[config.mk]
export PLATFORM = sky130hd
export DESIGN_NAME = seg7_frame_decoder
export DESIGN_NICKNAME = d
export VERILOG_FILES = /design/src/rtl/seg7_frame_decoder.sv
export SDC_FILE = /design/constraint.sdc
export NUM_CORES = 1
export LEC_CHECK = 0
export CORE_UTILIZATION = 54
export DETAILED_ROUTE_END_ITERATION = 8
export HOLD_SLACK_MARGIN = 0.15
export PLACE_DENSITY = 0.75
export SYNTH_ARGS = -nofsm -noshare
export SYNTH_HDL_FRONTEND = slang
export SYNTH_SLANG_ARGS = --single-unit
[constraint.sdc]
create_clock -name clk -period 3.7 [get_ports clk]
set_clock_uncertainty 0.2 [all_clocks]
set_input_delay 0.74 -clock clk [delete_from_list [all_inputs] [get_ports clk]]
set_output_delay 0.74 -clock clk [all_outputs]
set_load 0.01 [all_outputs]
[src/rtl/seg7_frame_decoder.sv]
// Read-back decoder for a multiplexed 7-segment bus: samples each digit once it has been
// steady, converts the pattern to BCD and presents whole frames on valid/ready.
// Optional macro SEG7_ALT_GLYPH_EN accepts alternate 6/7/9 glyphs.
module seg7_frame_decoder #(
  parameter int DIGITS        = 4,
  parameter int STABLE_CYCLES = 4
) (
  input  logic                  clk,
  input  logic                  rst,
  input  logic [6:0]            seg,
  input  logic [DIGITS-1:0]     an,
  output logic [4*DIGITS-1:0]   bcd_out,
  output logic [DIGITS-1:0]     err_glyph,
  output logic                  out_valid,
  input  logic                  out_ready,
  output logic                  overflow
);

  localparam logic [7:0] STABLE = 8'(STABLE_CYCLES);

  logic [DIGITS-1:0]   prev_an_reg;
  logic [6:0]          prev_seg_reg;
  logic [7:0]          cnt_reg;
  logic [7:0]          cnt_next;
  logic                qualified;
  logic                changed;
  logic                sample;

  logic [3:0]          glyph_nibble;
  logic                glyph_err;

  logic [DIGITS-1:0]   seen_reg;
  logic [DIGITS-1:0]   seen_set;
  logic [4*DIGITS-1:0] work_bcd_reg;
  logic [4*DIGITS-1:0] work_bcd_next;
  logic [DIGITS-1:0]   work_err_reg;
  logic [DIGITS-1:0]   work_err_next;
  logic                complete;
  logic                slot_free;

  logic [4*DIGITS-1:0] bcd_reg;
  logic [DIGITS-1:0]   err_reg;
  logic                valid_reg;
  logic                overflow_reg;

  assign qualified = $onehot(an);
  assign changed   = (an != prev_an_reg) || (seg != prev_seg_reg);

  // The counter saturates, so the sample fires only on the cycle it first reaches the
  // target; a fresh change is needed before the same digit can be sampled again.
  always_comb begin
    cnt_next = cnt_reg;
    if (!qualified) begin
      cnt_next = 8'd0;
    end else if (changed) begin
      cnt_next = 8'd1;
    end else if (cnt_reg < STABLE) begin
      cnt_next = cnt_reg + 8'd1;
    end
  end

  assign sample = qualified && (cnt_next == STABLE) && (changed || (cnt_reg != STABLE));

  always_comb begin
    glyph_nibble = 4'hF;
    glyph_err    = 1'b0;
    case (seg)
      7'b1111110: glyph_nibble = 4'd0;
      7'b0110000: glyph_nibble = 4'd1;
      7'b1101101: glyph_nibble = 4'd2;
      7'b1111001: glyph_nibble = 4'd3;
      7'b0110011: glyph_nibble = 4'd4;
      7'b1011011: glyph_nibble = 4'd5;
      7'b1011111: glyph_nibble = 4'd6;
      7'b1110000: glyph_nibble = 4'd7;
      7'b1111111: glyph_nibble = 4'd8;
      7'b1111011: glyph_nibble = 4'd9;
`ifdef SEG7_ALT_GLYPH_EN
      7'b0011111: glyph_nibble = 4'd6;
      7'b1110010: glyph_nibble = 4'd7;
      7'b1110011: glyph_nibble = 4'd9;
`endif
      default: begin
        glyph_nibble = 4'hF;
        glyph_err    = 1'b1;
      end
    endcase
  end

  generate
    for (genvar gi = 0; gi < DIGITS; gi++) begin : g_digit
      assign seen_set[gi]              = seen_reg[gi] | (sample & an[gi]);
      assign work_bcd_next[4*gi +: 4]  = (sample && an[gi]) ? glyph_nibble : work_bcd_reg[4*gi +: 4];
      assign work_err_next[gi]         = (sample && an[gi]) ? glyph_err : work_err_reg[gi];
    end
  endgenerate

  assign complete  = sample && (&seen_set) && !(&seen_reg);
  assign slot_free = !valid_reg || out_ready;

  always_ff @(posedge clk) begin
    if (rst) begin
      prev_an_reg  <= '0;
      prev_seg_reg <= '0;
      cnt_reg      <= '0;
      seen_reg     <= '0;
      work_bcd_reg <= '0;
      work_err_reg <= '0;
      bcd_reg      <= '0;
      err_reg      <= '0;
      valid_reg    <= 1'b0;
      overflow_reg <= 1'b0;
    end else begin
      prev_an_reg  <= an;
      prev_seg_reg <= seg;
      cnt_reg      <= cnt_next;
      work_bcd_reg <= work_bcd_next;
      work_err_reg <= work_err_next;
      if (complete) begin
        seen_reg <= '0;
        if (slot_free) begin
          bcd_reg   <= work_bcd_next;
          err_reg   <= work_err_next;
          valid_reg <= 1'b1;
        end else begin
          overflow_reg <= 1'b1;
        end
      end else begin
        seen_reg <= seen_set;
        if (valid_reg && out_ready) begin
          valid_reg <= 1'b0;
        end
      end
    end
  end

  assign bcd_out   = bcd_reg;
  assign err_glyph = err_reg;
  assign out_valid = valid_reg;
  assign overflow  = overflow_reg;

endmodule

==> results.md, run 1 <==
- Using the TritonRoute via totals, the vias-per-cell ratio works out to 5.35.
- Setup violations remaining at the end of the flow were counted as 0.
- The final max-slew violation count is 0.
- In this run, distinct cell masters in the synthesized netlist total 43.
- Entering global routing, the biggest net connects 40 pins.
- At the worst endpoint, the arrival time is between 3 and 4 ns.
- During synthesis, Yosys emitted a total of 0 warnings.
- The net count after synthesis is 310.
- The leakage power figure is 1.42 nW.
- The max capacitance violation total is 0.
- The congestion estimate from routability-driven global placement came to 0.794.
- In the final routed layout, each cell accounts on average for 14.3 um.
- Across every metal layer, demand over resource in global routing totals 0.237.
- The CTS root buffer is clkbuf_8.
- The share of the synthesized area in the top cell type is 0.470.
- The share of flip-flops with an asynchronous set or reset is 0.
- The net count reported at finish is between 300 and 400.
- After detailed routing, the total wire length is just under 6000 um.
- The maximum frequency from static timing analysis is 282 MHz.
- In this run, synthesis inferred 0 flip-flops with an integrated enable.
- The share of the clock period used by the worst path is 0.957.
- The die is roughly 74 um tall.
- The placed instances occupy a cell area of 3290 um2.
- The post-layout instance area is 3540 um2.
- Hold repair after CTS inserted 0 buffers.
- The worst hold path belongs to the class flip-flop to flip-flop.
- Once detail routing completed, the nets flagged for antenna violations numbered 0.
- IR analysis of the VDD net gives a maximum drop of 398 uV.
- After synthesis, the cell types taking the most area are dfxtp_1, mux2i_1, nor2_1.
- Buffers added to address setup during post-CTS repair amount to 0.
- The endpoint type of the worst setup path is a flip-flop.
- After floorplanning, the core was sized to cover 4820 um2.
- The number of global-route vias before repair is 2124.
- The violation count after the first detailed-routing iteration is 102.
- The startpoint class of the critical path is an input port.
- The number of clock buffers added by TritonCTS is 9.
- The areal power density over the cells is 417 nW/um2.
- Of the synthesized area, sequential elements account for 0.470.
- After global routing the overflow that remains totals 0.
- Synthesis handed over a netlist of 291 instances.
- For this configuration, the core starts out at a cell density of 0.575.
- The number of antenna diodes in the final layout is 0.
- Counting I/O delays and the setup requirement, the final critical path takes 3.54 ns.
- In this run the core area contains 25 standard-cell rows.
- Relative to the synthesized area, the layout overhead comes to 28.0%.
- The CTS sink count is 65.
- The predominant post-synthesis flop cell is dfxtp_1.
- By count the netlist is led by dfxtp_1, nor2_1, mux2i_1, a211oi_1, clkbuf_1.
- STA puts the critical path data required time at 3.75 ns.
- The wire length of the first global-routing pass is 9630 um.
- For the pin with the worst max-slew slack, the measured transition is 0.648 ns.
- No sink is reached through more buffers than the 2 on the longest clock path.
- Dividing the synthesized area by the synthesized cell count gives 9.51 um2.
- In this run the tightest slew margin relative to its limit is 0.568.
- The flip-flop and latch count after synthesis is 65.
- The CTS tree is yes.
- After clock tree synthesis, the clock-pin slew on the worst setup and hold paths is 0.07 ns.
- CTS built an H-tree with a depth of 3.
- The number of optimization iterations in the first detailed-route pass is 4.
- The number of hold violations in the final report is 0.
- Port buffering added 35 buffers.
- The synthesized netlist occupies a cell area of 2770 um2.
- The die width is 73.6 um.
- The die covers 5420 um2.
- In this run the worst path has a maximum fanout of 6.
- The critical path class is input port to flip-flop.
- The run finished with clean final reports.
- The HPWL reported at the end of detailed placement is 3950 um.
- The initial antenna violation count is 0.
- After layout, the worst setup slack is 0.157 ns.
- The total DRC errors in the routed layout is 0.
- Summing over every cut layer, the via total after detailed routing is 2194.
- dfxtp_1 is the most common cell in the netlist.
- At the end of the flow the core is filled with cells to 0.736.
- The cell taking the most area after synthesis is dfxtp_1.
- Timing analysis after detailed placement gives a worst setup slack of -0.275 ns.
- The share of cells above drive strength 1 is 0.146.
- At the later pin of the worst-skew pair, clock insertion delay measures 0.33 ns.
- The number of placed I/O pins is 36.
[worst max-delay path, cell delays in order]
cell             delay, ns
clkdlybuf4s50_1       0.48
inv_1                 0.07
fa_1                  0.54
inv_1                 0.04
ha_1                  0.17
ha_1                  0.26
nor2_1                0.14
and2_1                0.19
and4_4                0.30
nand4_4               0.20
mux2i_1               0.19
a211oi_1              0.25
[path summary, 6_finish.rpt]
path / start / endpoint / slack (ns) / cells after the start
worst min-delay path: cnt_reg[5] / cnt_reg[5] / 0.26 / 1
worst min register to register: cnt_reg[5] / cnt_reg[5] / 0.26 / 1
worst max register to register: cnt_reg[0] / bcd_out[4] / 1.06 / 8
worst max-delay path: an[0] / bcd_out[3] / 0.16 / 12
[area by class of cell]
cell class	instances	area [um2]
multi-input cells	197	1380
flip-flops and latches	65	1300
fillers	381	1270
repair buffers	54	513
clock buffers	11	141
well taps	67	83.8
clock inverters	5	78.8
inverters	11	41.3
[timing repair]
action	CTS	global route
setup endpoints to repair	0	29
resized for setup	0	6
endpoints found under the hold margin	0	0
[per-stage QoR]
step	TNS (ns)	hold slack (ns)	power [mW]	cells
floorplan	0	0.231	0.790	291
global placement	-5.36	0.246	0.827	394
detailed placement	-6.73	0.249	0.829	394
CTS	0	0.271	1.48	410
global route	-0.102	0.279	1.52	410
finish	0	0.264	1.48	410
[per-layer routing]
layer | global-route usage | vias to the layer above | part of all wire
li1 | - | 1105 | -
met5 | 0 | - | 0
met4 | 0.122 | 0 | 0.014
met1 | 0.288 | 1048 | 0.46
met3 | 0.0398 | 6 | 0.026
met2 | 0.403 | 35 | 0.50
[placed cells by master, fill, tap and decap left out, types with 3 or more instances in the layout]
cell / n
nor2_1: 48
nand3_1: 3
ha_1: 4
nor3_1: 9
clkdlybuf4s50_1: 34
dfxtp_1: 65
inv_1: 11
clkbuf_8: 10
mux2i_1: 21
nor2b_1: 8
and2_1: 6
a211oi_1: 14
a21oi_1: 4
nand2_1: 6
nand4_1: 3
nand4_4: 3
xor2_1: 11
buf_4: 17
o21ai_0: 4
o22ai_1: 12
nand2b_1: 12
[where the power goes]
part / internal, mW / leakage, nW / switching (mW) / total, mW
logic: 0.0461 / 0.778 / 0.0605 / 0.107
clock network: 0.397 / 0.113 / 0.262 / 0.659
registers: 0.707 / 0.526 / 0.00380 / 0.711
total: 1.15 / 1.42 / 0.326 / 1.48
[cells by family after synthesis]
kind of cell / count (synthesis) / synth area share
AO/OA/AOI/OAI: 40 / 0.101
XOR/XNOR: 13 / 0.0411
adder cells (fa/ha/maj): 5 / 0.0253
buffers and inverters: 29 / 0.0420
flip-flops: 65 / 0.470
multiplexers: 21 / 0.0759
AND/OR/NAND/NOR: 118 / 0.245
Power figures use the tool's default switching activity.
==> run 2, diff against run 1 <==
GPL_TIMING_DRIVEN = 0   (was default)
==> results.md, run 2 (synthesis gave the netlist of run 1 again) <==
- The run finished with clean final reports.
- The maximum root-to-sink buffer count was 2 (unchanged).
- The floorplan core area is 4820 um2 (unchanged).
- The areal power density over the cells was 430 nW/um2 (+3.1%).
- The routability congestion estimate from global placement was 0.825 (+4.0%).
- In this design, the largest share of critical-path delay is due to adder cells.
- The fraction of the core area covered by cells at the end of the flow is 0.711 (-0.0244).
- The antenna diode instance count is 0 (unchanged).
- The number of hold violations in the final report is 0 (unchanged).
- The share of the clock period used by the worst path is 0.937 (-0.0200).
- The global-route usage over all layers was 0.243 (+0.00523).
- The final max-slew violation count is 0 (unchanged).
- The standard cell area after detailed placement came to 3150 um2 (-4.2%).
- The peak supply drop is 284 uV (-29%).
- The largest fanout on the critical path is 6 (unchanged).
- The latest clock arrival within the worst-skew pair is 0.34 ns (about the same).
- The final worst setup slack is 0.232 ns (+0.0741 ns).
- The max capacitance violation total is 0 (unchanged).
- TritonCTS built the clock tree.
- The delay of the slowest critical-path stage came to 0.54 ns (about the same).
- The CTS sink count is 65 (unchanged).
- The net count reported at finish is 351 (-1.7%).
- The share of cells above drive strength 1 is 0.104 (-0.0419).
- The violation count after the first detailed-routing iteration is 72 (-29%).
- The required time at the endpoint of the critical path is 3.75 ns (about the same).
- The number of placed I/O pins is 36 (unchanged).
- The tree is rooted in a clkbuf_8.
- The site row count is 25 (unchanged).
- The library cells used most frequently in the layout, excluding fill and tap cells, are dfxtp_1, nor2_1, clkdlybuf4s50_1.
- The number of optimization iterations in the first detailed-route pass is 4 (unchanged).
- The worst slack at placement is -0.605 ns (-0.330 ns).
- The number of global-route vias before repair was 2125 (+0.047%).
- The endpoint type of the worst setup path is a flip-flop.
- The clock-pin slew on the worst setup and hold paths is 0.07 ns (about the same).
- The total DRC errors in the routed layout is 0 (unchanged).
- The worst hold-check path type is flip-flop to flip-flop.
- The final-report setup violation count was 0 (unchanged).
- The library cell used most frequently in the layout, excluding fill and tap cells, is dfxtp_1.
- The pin count of the biggest net entering global routing is 12 (-70%).
- The HPWL reported at the end of detailed placement was 4050 um (+2.6%).
- Setup repair after global routing left no endpoint under its margin.
- The leakage power figure is 1.36 nW (-4.1%).
- The count of input and output buffers is 30 (-14%).
- The die height was 73.6 um (unchanged).
- The post-layout instance area is 3430 um2 (-3.3%).
- The post-detailed-route via-to-cell ratio is 5.39 (+0.70%).
- The slowest stage of the critical path belongs to the cell fa_1.
- The CTS H-tree depth is 3 (unchanged).
- The total global routing overflow was 0 (unchanged).
- The initial standard-cell utilization of the core is 0.575 (unchanged).
- The number of buffers added by the clock tree synthesis step is 9 (unchanged).
- The worst setup path is launched from an input port.
- The critical path arrival is 3.52 ns (-0.07 ns).
- The buffering stage count on the worst path with inverters included is 3 (unchanged).
- The worst-margin pin slew came to 0.569 ns (-0.0791 ns).
- The maximum frequency from static timing analysis is 288 MHz (+2.1%).
- The relative slew slack came to 0.621 (+0.0527).
- The floorplan die area was 5420 um2 (unchanged).
- The per-cell routed wire length is 14.7 um (+2.8%).
- The antenna violation net count after detailed routing is 0 (unchanged).
- The critical path is of the input port to flip-flop type.
- The post-layout minimum cycle time is 3.47 ns (-0.0741 ns).
- The post-cts hold buffer count is 0 (unchanged).
- The die width is 73.6 um (unchanged).
- The total number of vias is 2177 (-0.77%).
- The final-layout worst hold slack came to 0.267 ns (+0.00212 ns).
- Walking the worst path, the cells encountered are dlygate4sd2_1, inv_1, fa_1, inv_1, ha_1, ha_1, nor2_1, and2_1, and4_4, nand4_4, mux2i_1, a211oi_1.
- The total negative setup slack is 0 ns (unchanged).
- The layout filler cell count is 388 (+1.8%).
- The wire length of the first global-routing pass is 9740 um (+1.2%).
- The initial antenna violation count was 0 (unchanged).
- The area overhead of the layout relative to synthesis is 23.8%.
- The overall routed net length is 5940 um (+1.3%).
[run 2: area by class of cell]
cell class                      instances  area, um2  area share
Clock inverter                          5       78.8      0.0230
Clock buffer                           11        141      0.0413
Inverter                               11       41.3      0.0121
Sequential cell                        65       1300       0.380
Tap cell                               67       83.8      0.0245
Buffer                                 17       71.3      0.0208
Multi-Input combinational cell        197       1380       0.404
Timing Repair Buffer                   31        324      0.0946
[run 2: where the power goes]
part | switching, mW | internal [mW]
Combinational | 0.0585 | 0.0360
Sequential | 0.00365 | 0.707
Clock | 0.270 | 0.397
Total | 0.332 | 1.14
[run 2: worst paths after layout]
| path | start | slack (ns) | depth (start not counted) | end |
|---|---|---|---|---|
| max | an[0] | 0.23 | 12 | bcd_out[5] |
| min | cnt_reg[5] | 0.27 | 1 | cnt_reg[5] |
| max reg2reg | cnt_reg[0] | 1.09 | 8 | bcd_out[5] |
| min reg2reg | cnt_reg[5] | 0.27 | 1 | cnt_reg[5] |
[run 2: per-stage QoR]
step,instances,power [mW]
3_3_place_gp,388,0.817
3_5_place_dp,388,0.820
2_1_floorplan,291,0.790
5_1_grt,404,1.52
6_report,404,1.47
4_1_cts,404,1.48
[run 2: per-layer routing]
metal	global-route usage	wire, um	vias to the layer above
li1	-	-	1093
met1	0.296	2620	1028
met2	0.404	2950	47
met3	0.0466	275	9
met4	0.128	95	0
met5	0	0	-
[run 2: repair_timing]
action | CTS | global route
setup buffers | 1 | 0
endpoints found under the hold margin | 0 | 0
gates resized for setup | 7 | 2
pin swaps | 1 | 0
endpoints found under the setup margin | 40 | 39
==> run 3, diff against run 2 <==
ABC_CLOCK_PERIOD_IN_PS = 3700   (was default)
==> results of run 3 <==
The final DEF is identical to that of run 2; final timing and power are the same.
